File: config.mk
export PLATFORM = sky130hd
export DESIGN_NAME = mem_port_arbiter
export DESIGN_NICKNAME = d
export VERILOG_FILES = /design/src/rtl/mem_port_arbiter.sv
export SDC_FILE = /design/constraint.sdc
export NUM_CORES = 1
export LEC_CHECK = 0
export BUFFER_PORTS_ARGS = -buffer_cell sky130_fd_sc_hd__buf_2
export CORE_AREA = 2 2 108 110
export CTS_BUF_LIST = sky130_fd_sc_hd__clkbuf_4 sky130_fd_sc_hd__clkbuf_8
export DETAILED_ROUTE_END_ITERATION = 10
export DIE_AREA = 0 0 110 112
export PLACE_DENSITY = 0.82
export REMOVE_ABC_BUFFERS = 1
export SLEW_MARGIN = 20
export SYNTH_ARGS = -nofsm -noshare
export SYNTH_HDL_FRONTEND = slang
export SYNTH_SLANG_ARGS = --single-unit
File: constraint.sdc
create_clock -name clk -period 2.5 [get_ports clk]
set_input_delay 0.5 -clock clk [delete_from_list [all_inputs] [get_ports clk]]
set_output_delay 0.5 -clock clk [all_outputs]
set_load 0.05 [all_outputs]
File: src/rtl/mem_port_arbiter.sv
`default_nettype none
// ============================================================================
// Module   : mem_port_arbiter
// Purpose  : Shares one memory port between instruction fetch (IF) and the
//            data unit (DU). DU has priority, and a starvation counter
//            guarantees that IF still makes progress.
// Revision : 1.0 - initial release
// ============================================================================
module mem_port_arbiter #(
  parameter int STARVE_LIMIT = 4
) (
  input  logic        clk,
  input  logic        rst,
  input  logic        flush,
  input  logic        if_access,
  input  logic [31:0] if_address,
  output logic        if_ready,
  output logic [31:0] if_rdata,
  input  logic        du_access,
  input  logic [31:0] du_address,
  input  logic [3:0]  du_sel,
  input  logic [31:0] du_wdata,
  input  logic        du_rw,
  output logic        du_ready,
  output logic [31:0] du_rdata,
  output logic        mem_access,
  output logic [31:0] mem_address,
  output logic [3:0]  mem_sel,
  output logic [31:0] mem_wdata,
  output logic        mem_rw,
  input  logic [31:0] mem_rdata,
  input  logic        mem_ready,
  output logic        grant_du,
  output logic        busy
);

  typedef enum logic [1:0] {
    IDLE   = 2'd0,
    GNT_IF = 2'd1,
    GNT_DU = 2'd2,
    DRAIN  = 2'd3
  } state_t;

  localparam logic [3:0] c_starve_limit = 4'(STARVE_LIMIT);

  state_t      r_state;
  logic [3:0]  r_starv_cnt;
  logic [31:0] r_mem_address;
  logic [3:0]  r_mem_sel;
  logic [31:0] r_mem_wdata;
  logic        r_mem_rw;

  logic w_if_ok;
  logic w_du_ok;

  assign w_if_ok = if_access & ~flush;
  assign w_du_ok = du_access & ~flush;

  always_ff @(posedge clk or posedge rst) begin
    if (rst) begin
      r_state       <= IDLE;
      r_starv_cnt   <= 4'd0;
      r_mem_address <= 32'd0;
      r_mem_sel     <= 4'd0;
      r_mem_wdata   <= 32'd0;
      r_mem_rw      <= 1'b0;
    end else begin
      case (r_state)
        IDLE: begin
          // A flush cycle never starts a transaction
          if (!flush) begin
            if (du_access && if_access && (r_starv_cnt == c_starve_limit)) begin
              r_state       <= GNT_IF;
              r_starv_cnt   <= 4'd0;
              r_mem_address <= if_address;
              r_mem_sel     <= 4'b1111;
              r_mem_wdata   <= 32'd0;
              r_mem_rw      <= 1'b0;
            end else if (du_access) begin
              r_state       <= GNT_DU;
              r_mem_address <= du_address;
              r_mem_sel     <= du_sel;
              r_mem_wdata   <= du_wdata;
              r_mem_rw      <= du_rw;
              if (!if_access)
                r_starv_cnt <= 4'd0;
              else if (r_starv_cnt != 4'hf)
                r_starv_cnt <= r_starv_cnt + 4'd1;
            end else if (if_access) begin
              r_state       <= GNT_IF;
              r_starv_cnt   <= 4'd0;
              r_mem_address <= if_address;
              r_mem_sel     <= 4'b1111;
              r_mem_wdata   <= 32'd0;
              r_mem_rw      <= 1'b0;
            end
          end
        end
        GNT_IF: begin
          if (mem_ready)
            r_state <= IDLE;
          else if (!w_if_ok)
            r_state <= DRAIN;
        end
        GNT_DU: begin
          if (mem_ready)
            r_state <= IDLE;
          else if (!w_du_ok)
            r_state <= DRAIN;
        end
        DRAIN: begin
          // Orphaned transaction: wait for memory, tell nobody
          if (mem_ready)
            r_state <= IDLE;
        end
        default: r_state <= IDLE;
      endcase
    end
  end

  assign mem_access  = (r_state != IDLE);
  assign busy        = (r_state != IDLE);
  assign grant_du    = (r_state == GNT_DU);
  assign mem_address = r_mem_address;
  assign mem_sel     = r_mem_sel;
  assign mem_wdata   = r_mem_wdata;
  assign mem_rw      = r_mem_rw;

  assign if_ready = (r_state == GNT_IF) & mem_ready & w_if_ok;
  assign du_ready = (r_state == GNT_DU) & mem_ready & w_du_ok;
  assign if_rdata = mem_rdata;
  assign du_rdata = mem_rdata;

endmodule
`default_nettype wire

==> results of run 1 <==
## metal layers
layer  global-route usage, %  wire length (um)  vias to the layer above
met4                   8.270               234                        2
met5                   6.303                45                        -
met2                   26.67              5126                      215
met1                   26.71              5384                     1684
met3                   12.65              1715                       18
li1                        -                 -                     1631
## layout by cell type, fill, tap and decap left out
cell / netlist / routed
buf_2: 12 / 180
nand2_1: 108 / 108
dfrtp_1: 75 / 75
a21oi_1: 67 / 67
nand3_1: 35 / 35
nor2_1: 33 / 33
clkbuf_8: 0 / 11
inv_1: 8 / 7
ha_1: 7 / 7
o21ai_0: 6 / 6
clkinv_2: 0 / 4
buf_4: 66 / 4
buf_12: 0 / 3
mux2i_1: 2 / 2
and4b_1: 2 / 2
nor2b_1: 2 / 2
bufinv_16: 0 / 2
nand4b_1: 1 / 1
and2_2: 0 / 1
nor2_2: 1 / 1
or3_2: 0 / 1
nor3_4: 1 / 1
o21ai_1: 1 / 1
nand3b_1: 1 / 1
a41oi_1: 1 / 1
a41o_1: 1 / 1
o21a_1: 1 / 1
nor3b_1: 1 / 1
a22oi_1: 1 / 1
nand2b_1: 1 / 1
o311a_1: 1 / 1
mux2_1: 1 / 1
nand4_1: 1 / 1
o2bb2ai_1: 1 / 1
mux2_2: 1 / 1
## per-stage QoR
stage	power, mW	std cells	setup WS [ns]	setup TNS, ns	util [%]
5_1_grt	7.781	709	0.1691	0	41.78
2_1_floorplan	5.199	363	-0.8829	-26.85	-
4_1_cts	7.389	709	0.3872	0	41.78
3_3_place_gp	6.213	693	0.5213	0	39.75
3_5_place_dp	6.303	693	0.3960	0	39.75
6_report	7.325	709	0.3887	0	41.78
## how the worst max path moves through the flow
| stage | start | to | slack, ns |
|---|---|---|---|
| global route | r_starv_cnt[0] | mem_address[21] | 0.17 |
| global placement | r_starv_cnt[0] | mem_address[22] | 0.52 |
| finish | r_starv_cnt[0] | mem_address[8] | 0.39 |
| detailed placement | r_starv_cnt[0] | mem_address[8] | 0.40 |
| CTS | r_starv_cnt[0] | mem_address[8] | 0.39 |
| floorplan | r_state[0] | r_starv_cnt[0] | -0.88 |
## area by class of cell
class                           count  area (um^2)
Fill cell                        1132         6506
Multi-Input combinational cell    280         1364
Sequential cell                    75         1877
Tap cell                          143        178.9
Timing Repair Buffer              187        991.0
Inverter                            8        31.28
Clock inverter                      5        75.07
Clock buffer                       11        151.4
## flip-flops by register name (all words and copies together), names as in the netlist
| name | cells |
|---|---|
| mem_address | 32 |
| mem_rw | 1 |
| mem_sel | 4 |
| mem_wdata | 32 |
| r_starv_cnt | 4 |
| r_state | 2 |
## cells by family (layout without fill, tap and decap cells)
logic type | Yosys count | after routing | share of synthesized area, %
and+or+nand+nor | 189 | 189 | 20.59
buffers and inverters | 99 | 211 | 17.50
AOI/OAI and AO/OA | 80 | 80 | 10.77
DFF | 75 | 75 | 47.82
adders and majority gates | 7 | 7 | 2.231
muxes | 4 | 4 | 1.084
## power by group through the flow
stage | Clock (mW) | Sequential [mW] | Combinational [mW]
3_3_place_gp | 0 | 2.15 | 4.06
4_1_cts | 1.10 | 2.17 | 4.12
6_report | 1.06 | 2.16 | 4.10
5_1_grt | 1.15 | 2.25 | 4.39
3_5_place_dp | 0 | 2.18 | 4.13
2_1_floorplan | 0 | 4.15 | 1.05
==> run_results.csv, run 1 <==
group,metric,value,unit
timing,final_max_slew_viol_count,0,
critical_path,cp_max_fo,34,
power_and_ir_drop,power_frac_seq,29.5,%
synthesis,ys_types,33,
synthesis,post-synth-top-area-cell,"dfrtp_1",
synthesis,ys_warn_count,0,
synthesis,synth_edf_count,0,
detailed_routing,drt_iter0_drc,272,
detailed_routing,drc,0,
critical_path,critPathLaunchType,"flip-flop",
power_and_ir_drop,p_int,3.340,mW
cts,postCtsSetupRepairBufs,0,
timing,rsz0062_at_grt,"no",
place,dpl_cell_area,4442,um^2
timing,period_share,84.45,%
final_layout,fin_nets,707,
power_and_ir_drop,p_sw_share,54.40,%
place,gp_congestion,0.8599,
global_route,grt_start_max_net_pins,46,
cts,cts.sinks,75,
global_route,grt_pass1_vias,3311,
critical_path,worstSetupEndpointType,"flip-flop",
global_route,antenna_found_initial,0,
critical_path,r2r_start,"r_starv_cnt[0]",
global_route,grt_usage,20.57,%
die,rows,39,
global_route,overflow,0,
cts,cts_tree,"done",
final_layout,design_area,4668,um^2
synthesis,ys_seq_area_share,47.82,%
timing,setup_viol,0,
critical_path,crit_chain,"inv_1 -> ha_1 -> nand4b_1 -> and2_2 -> buf_12 -> a21oi_1 -> a21oi_1",
detailed_routing,vias_per_cell,5.007,
die,fp.dieH,112,um
worst_hold_path,hold_class,"in -> async",
place,dp_hpwl,9.328,mm
critical_path,cpMostUsedCell,"a21oi_1",
timing,timing.hold.ws,0.1648,ns
critical_path,critPathBufInv,2,
synthesis,ys_ff_latch,75,
timing,fmax,473.6,MHz
power_and_ir_drop,power.density,1569,nW/um^2
cts,htreeDepth,3,
detailed_routing,dr.pass1.iters,4,
cts,insertion_delay,0.36,ns
final_layout,layout-drive-gt1-share,36.93,%
synthesis,syn_avg_cell_area,8.645,um^2
timing,fin_skew,0.008522,ns
power_and_ir_drop,p_leak,2.546,nW
timing,hold_viol_final,0,
timing,period_minus_slack,2.111,ns
cts,numCtsBuffers,9,
flow_run,cap_viol_max_count,0,
detailed_routing,wire_per_inst,17.64,um
detailed_routing,vias,3550,
synthesis,netlist_area,3925,um^2
synthesis,synth.top_cells.by_count,"nand2_1, dfrtp_1, a21oi_1, buf_4, nand3_1",
global_route,grt_pass1_wl,18.68,mm
critical_path,path_depth,7,
critical_path,r2r_slack,0.39,ns
die,num_io_pins,277,
synthesis,synth_top_area_share,47.82,%
cts,ctsResizeCount,0,
run_status,status,"completed",
synthesis,ys.flop_type,"dfrtp_1",
die,start_util,35.12,%
critical_path,path_delay_family,"simple AND/OR/NAND/NOR gates",
timing,relSlewSlack,54.60,%
power_and_ir_drop,p_switching,3.985,mW
synthesis,synth_cells,454,
critical_path,crit_arrival,2.38,ns
critical_path,max_stage_delay,0.61,ns
critical_path,slowest_stage,"and2_2",
detailed_routing,ant_nets,0,
power_and_ir_drop,p_clk_share,14.5,%
power_and_ir_drop,irDropWorstVdd,849.9,uV
synthesis,yosysMostFrequentCell,"nand2_1",
timing,tightest_slew,0.6810,ns
cts,clockBufferDepth,2,
cts,cts_hold_buf,0,
place,io_buffers,180,
cts,clockRootBuffer,"clkbuf_8",
critical_path,crit_required,2.77,ns
critical_path,reg2reg_depth,7,
synthesis,async_flop_share,100.0,%
critical_path,worstSetupPathType,"reg -> reg",
die,die_w,110,um
die,core_area,11170,um^2
synthesis,synthTopCellsByArea,"dfrtp_1, buf_4, nand2_1",
critical_path,timing.rr.end,"mem_address[8]",
final_layout,area_delta_synth_final,18.94,%
final_layout,antenna_cells,0,
die,dieArea,12320,um^2
detailed_routing,drt_wl_total,12.51,mm
cts,clk_pin_slew,0.08,ns
power_and_ir_drop,p_comb_share,56.0,%
(Power assumes the default switching activity.)
==> run 2: changes to the inputs <==
--- a/config.mk
+++ b/config.mk
@@ -5,12 +5,13 @@
 export SDC_FILE = /design/constraint.sdc
 export NUM_CORES = 1
 export LEC_CHECK = 0
+export ABC_AREA = 1
 export BUFFER_PORTS_ARGS = -buffer_cell sky130_fd_sc_hd__buf_2
-export CORE_AREA = 2 2 108 110
+export CORE_AREA = 2 2 109 111
 export CTS_BUF_LIST = sky130_fd_sc_hd__clkbuf_4 sky130_fd_sc_hd__clkbuf_8
 export DETAILED_ROUTE_END_ITERATION = 10
-export DIE_AREA = 0 0 110 112
-export PLACE_DENSITY = 0.82
+export DIE_AREA = 0 0 111 113
+export PLACE_DENSITY = 0.83
 export REMOVE_ABC_BUFFERS = 1
 export SLEW_MARGIN = 20
 export SYNTH_ARGS = -nofsm -noshare
==> constraint.sdc (replaced) <==
create_clock -name clk -period 1.7 [get_ports clk]
set_input_delay 0.34 -clock clk [delete_from_list [all_inputs] [get_ports clk]]
set_output_delay 0.34 -clock clk [all_outputs]
set_load 0.05 [all_outputs]
==> run 2 against run 1 <==
Net effect: the run now ends with negative setup slack left; critical endpoint is now du_ready; critical path type is now reg -> out; die area increased by 1.8%; register-to-register slack got worse by 0.35 ns; final cell count increased by 14%; largest power group unchanged; synthesized cell count increased by 17%; power increased by 46%; worst setup slack got worse by 0.40 ns; first-iteration DRC count decreased by 29%; sequential share of layout area decreased by 4.6 points; global-route usage decreased by 0.39 points.
==> run_results.csv, run 2 <==
group,metric,value,unit
global_route,antenna_found_initial,0,
final_layout,final_cell_mix,"nand2_1, buf_2, dfrtp_1, inv_1, o21ai_0",
cts,insertion_delay,0.34,ns
global_route,grt_start_max_net_pins,76,
timing,relSlewSlack,72.53,%
run_status,status,"finished, violations left",
synthesis,synth_edf_count,0,
detailed_routing,drc,0,
die,dieArea,12540,um^2
detailed_routing,drt_iter0_drc,192,
die,core_area,11270,um^2
detailed_routing,ant_nets,0,
timing,hold_viol_final,0,
final_layout,area_delta_synth_final,29.09,%
power_and_ir_drop,power.density,2028,nW/um^2
cts,htreeDepth,3,
cts,cts_tree,"done",
synthesis,ys_types,22,
global_route,grt_pass1_wl,19.34,mm
worst_hold_path,hold_class,"in -> async",
detailed_routing,vias,3849,
timing,period_share,100.5,%
timing,final_max_slew_viol_count,0,
timing,fmax,585.4,MHz
synthesis,synth.top_cells.by_count,"nand2_1, dfrtp_1, buf_4, o21ai_0, inv_1",
timing,rsz0062_at_grt,"yes",
place,dp_hpwl,9.465,mm
synthesis,ys_seq_area_share,45.93,%
synthesis,synthTopCellsByArea,"dfrtp_1, nand2_1, buf_4",
final_layout,fin_nets,807,
die,start_util,36.25,%
power_and_ir_drop,irDropWorstVdd,1193,uV
global_route,grt_pass1_vias,3636,
global_route,overflow,0,
final_layout,final_common_cell,"nand2_1",
place,place_ws,0.01053,ns
critical_path,crit_required,1.36,ns
critical_path,cp_max_fo,3,
detailed_routing,dr.pass1.iters,4,
synthesis,post-synth-top-area-cell,"dfrtp_1",
timing,setup_viol,1,
timing,tightest_slew,0.4120,ns
die,num_io_pins,277,
synthesis,async_flop_share,100.0,%
cts,clockRootBuffer,"clkbuf_8",
cts,clk_pin_slew,0.07,ns
place,gp_congestion,0.8239,
power_and_ir_drop,p_leak,2.846,nW
flow_run,cap_viol_max_count,0,
synthesis,yosysMostFrequentCell,"nand2_1",
critical_path,worstSetupEndpointType,"output port",
run_status,violations,"negative setup slack",
final_layout,antenna_cells,0,
critical_path,critPathLaunchType,"flip-flop",
synthesis,syn_avg_cell_area,7.696,um^2
detailed_routing,wire_per_inst,17.16,um
synthesis,synth_top_area_share,45.93,%
timing,period_minus_slack,1.708,ns
final_layout,layout-drive-gt1-share,36.14,%
die,rows,39,
timing,fin_skew,0.008580,ns
detailed_routing,vias_per_cell,4.770,
die,die_w,111,um
timing,fin_ws,-0.008114,ns
detailed_routing,drt_wl_total,13.85,mm
place,io_buffers,180,
critical_path,worstSetupPathType,"reg -> out",
synthesis,netlist_area,4086,um^2
critical_path,crit_arrival,1.37,ns
synthesis,ys_ff_latch,75,
cts,cts.sinks,75,
die,fp.dieH,113,um
synthesis,ys_warn_count,0,
cts,numCtsBuffers,9,
synthesis,ys.flop_type,"dfrtp_1",
timing,setup_tns,-0.008114,ns
cts,clockBufferDepth,2,
synthesis,synth_cells,531,
global_route,grt_usage,20.18,%
## run 2: cell types whose count changed after synthesis, moves of 5 or more
| cell | change |
|---|---|
| a21oi_1 | -64 |
| nand3_1 | -27 |
| o21ai_1 | +9 |
| nand2_1 | +69 |
| buf_6 | -7 |
| buf_2 | +5 |
| o21ai_0 | +53 |
| inv_1 | +37 |
| nor2_1 | +10 |
## run 2: worst paths after layout
check	end	cells after the start	slack, ns	start
worst max-delay path	du_ready	5	-0.008	r_state[0]
worst min register to register	mem_wdata[0]	2	0.48	mem_wdata[0]
min in group clk	mem_wdata[5]	3	0.23	du_wdata[5]
worst max register to register	mem_wdata[17]	8	0.04	r_state[1]
max in group asynchronous	r_state[1]	3	1.28	rst
worst min-delay path	mem_address[2]	3	0.07	rst
## run 2: logic make-up (layout without fill, tap and decap cells)
group,after synthesis,in the layout,share of synthesized area (%)
simple gates,236,237,22.75
buf+inv,136,268,19.35
compound gates,77,77,9.828
flops,75,75,45.93
fa+ha+maj,7,7,2.143
## run 2: layout make-up
cell class | count | area (um^2)
Tap cell | 143 | 178.9
Sequential cell | 75 | 1878
Multi-Input combinational cell | 321 | 1498
Fill cell | 1121 | 5997
Inverter | 47 | 182.7
Clock buffer | 11 | 145.1
Timing Repair Buffer | 207 | 1353
Clock inverter | 3 | 40.04
## run 2: critical path, cell delays in order, from the launching register on
cell	delay, ns
dfrtp_1	0.40
inv_2	0.10
ha_4	0.14
nand3_2	0.09
nor2_2	0.12
buf_6	0.17
## run 2: per-stage QoR
stage / std cells / utilization (%) / hold WS (ns) / total power, mW / area (um^2)
floorplan: 442 / - / 0.4758 / 7.335 / 3472
global placement: 774 / 41.81 / 0.4558 / 8.816 / 4713
detailed placement: 774 / 41.81 / 0.4677 / 8.929 / 4713
CTS: 792 / 44.30 / 0.08253 / 10.47 / 4994
global route: 807 / 46.80 / 0.09086 / 11.31 / 5275
finish: 807 / 46.80 / 0.07132 / 10.70 / 5275
## run 2: timing repair
item	CTS	global route
endpoints found under the setup margin	5	77
cloned	0	9
buffers inserted	4	6
pin swaps	2	6
hold buffers	0	0
resized for setup	19	31
## run 2: routing by layer
metal,vias to the layer above,share of wire (%),routed length [um],track usage [%]
li1,1830,-,-,-
met1,1739,41,5656,23.10
met2,257,40,5574,28.02
met3,21,17,2334,16.12
met4,2,1.7,239,6.667
met5,-,0.30,42,4.706
## run 2: where the power goes
group	leakage [nW]	total (mW)	switching [mW]	internal [mW]
Combinational	1.80	6.20	4.58	1.63
Sequential	0.945	3.13	0.500	2.63
Clock	0.0985	1.36	0.644	0.715
==> run 3: changes to the inputs <==
--- a/config.mk
+++ b/config.mk
@@ -11,8 +11,10 @@
 export CTS_BUF_LIST = sky130_fd_sc_hd__clkbuf_4 sky130_fd_sc_hd__clkbuf_8
 export DETAILED_ROUTE_END_ITERATION = 10
 export DIE_AREA = 0 0 111 113
+export HOLD_SLACK_MARGIN = 0.15
 export PLACE_DENSITY = 0.83
 export REMOVE_ABC_BUFFERS = 1
+export SKIP_CTS_REPAIR_TIMING = 1
 export SLEW_MARGIN = 20
 export SYNTH_ARGS = -nofsm -noshare
 export SYNTH_HDL_FRONTEND = slang
==> run 3 against run 2 <==
Net effect: the flow still finishes with violations (negative setup slack); register-to-register slack about the same; count of clock-buffer cells in the layout is the same; sequential share of layout area grew 0.35 points; via count fell by 0.99%; routed wire length down 2.6%; sequential power about the same; fmax down 2.6%; clock skew shrank 0.0016 ns; critical path type unchanged; largest cell class unchanged; largest power group unchanged.
==> run_results.csv, run 3 (same netlist as run 2, synthesis figures left out) <==
group,metric,value,unit
timing,fmax,570.5,MHz
cts,insertion_delay,0.34,ns
power_and_ir_drop,power_frac_seq,29.6,%
global_route,overflow,0,
detailed_routing,wire_per_inst,16.75,um
power_and_ir_drop,p_comb_share,57.7,%
power_and_ir_drop,p_clk_share,12.7,%
detailed_routing,dr.pass1.iters,4,
power_and_ir_drop,p_sw_share,53.51,%
global_route,grt_pass1_wl,19.09,mm
critical_path,cp_max_fo,4,
global_route,grt_start_max_net_pins,76,
timing,final_max_slew_viol_count,0,
cts,clockRootBuffer,"clkbuf_8",
timing,fin_ws,-0.05290,ns
detailed_routing,drt_iter0_drc,152,
die,rows,39,
place,gp_congestion,0.8239,
timing,period_minus_slack,1.753,ns
power_and_ir_drop,p_leak,2.820,nW
timing,timing.hold.ws,0.2271,ns
detailed_routing,vias_per_cell,4.734,
timing,period_share,103.1,%
timing,hold_viol_final,0,
detailed_routing,drc,0,
cts,clockBufferDepth,2,
critical_path,crit_required,1.36,ns
cts,cts_tree,"done",
detailed_routing,drt_wl_total,13.49,mm
power_and_ir_drop,power.density,2033,nW/um^2
worst_hold_path,hold_depth,3,
final_layout,final_util,46.38,%
die,core_area,11270,um^2
run_status,violations,"negative setup slack",
critical_path,worstSetupEndpointType,"output port",
final_layout,antenna_cells,0,
die,start_util,36.25,%
critical_path,worstSetupPathType,"reg -> out",
final_layout,fin_nets,805,
power_and_ir_drop,p_total,10.63,mW
cts,clk_pin_slew,0.08,ns
detailed_routing,vias,3811,
die,dieArea,12540,um^2
final_layout,design_area,5228,um^2
timing,rsz0062_at_grt,"yes",
power_and_ir_drop,p_int,4.941,mW
timing,setup_viol,4,
run_status,status,"finished, violations left",
cts,numCtsBuffers,9,
final_layout,area_delta_synth_final,27.92,%
final_layout,final_cell_mix,"nand2_1, buf_2, dfrtp_1, o21ai_0",
cts,cts.sinks,75,
detailed_routing,ant_nets,0,
flow_run,cap_viol_max_count,0,
critical_path,critPathLaunchType,"flip-flop",
global_route,antenna_found_initial,0,
power_and_ir_drop,irDropWorstVdd,1070,uV
worst_hold_path,hold_class,"in -> reg",
critical_path,reg2reg_depth,8,
final_layout,final_common_cell,"nand2_1",
place,dpl_cell_area,4713,um^2
power_and_ir_drop,p_switching,5.687,mW
final_layout,layout-drive-gt1-share,35.95,%
global_route,grt_pass1_vias,3609,
die,fp.dieH,113,um
critical_path,crit_arrival,1.41,ns
place,dp_hpwl,9.465,mm
place,io_buffers,180,
die,die_w,111,um
timing,relSlewSlack,72.50,%
timing,tightest_slew,0.4124,ns
cts,htreeDepth,3,
timing,fin_skew,0.007027,ns
die,num_io_pins,277,
global_route,grt_usage,19.91,%
-- run 3: cell types whose count changed in the layout (fill, tap and decap cells not counted), moves of 2 or more --
cell     delta
o21ai_0     +7
o21ai_1     -7
buf_4       +3
buf_6       -2
buf_8       -2
inv_2       +2
-- run 3: layout make-up --
class,count,area [um^2]
Inverter,47,180.2
Tap cell,143,178.9
Fill cell,1125,6045
Clock buffer,11,145.1
Sequential cell,75,1879
Clock inverter,3,40.04
Multi-Input combinational cell,320,1496
Timing Repair Buffer,206,1308
-- run 3: worst paths after layout --
kind | endpoint | slack, ns | start
worst max-delay path | du_ready | -0.05 | r_state[0]
worst min-delay path | mem_wdata[5] | 0.23 | du_wdata[5]
worst max register to register | mem_address[27] | 0.05 | r_state[1]
worst min register to register | mem_wdata[0] | 0.48 | mem_wdata[0]
max in group asynchronous | r_state[1] | 0.71 | rst
min in group asynchronous | mem_address[28] | 0.64 | rst
-- run 3: power by group through the flow --
| stage | clock network (mW) | logic [mW] | registers [mW] |
|---|---|---|---|
| final | 1.35 | 6.14 | 3.14 |
| after floorplan | 0 | 1.39 | 5.94 |
| after detailed placement | 0 | 5.80 | 3.13 |
| after global routing | 1.49 | 6.52 | 3.24 |
| after global placement | 0 | 5.69 | 3.12 |
| after CTS | 1.41 | 5.79 | 3.12 |
-- run 3: metal layers --
layer	vias to the layer above	share of wire, %	global-route usage, %
met5	-	0	4.706
met3	16	16	16.12
li1	1823	-	-
met2	252	40	27.40
met1	1720	42	22.83
met4	0	1.7	6.667
-- run 3: through the flow --
| stage | setup WS (ns) | TNS, ns | instances |
|---|---|---|---|
| floorplan | -0.8674 | -102.72 | 442 |
| global placement | 0.1107 | 0 | 774 |
| detailed placement | 0.01053 | 0 | 774 |
| CTS | -0.2079 | -0.6220 | 788 |
| global route | -0.1224 | -1.447 | 805 |
| finish | -0.05290 | -0.1293 | 805 |
-- run 3: worst max-delay path, cell delays in order, from the launching register on --
cell     delay, ns
dfrtp_2       0.43
inv_2         0.10
ha_4          0.16
nand3_4       0.09
nor2_4        0.13
buf_6         0.16
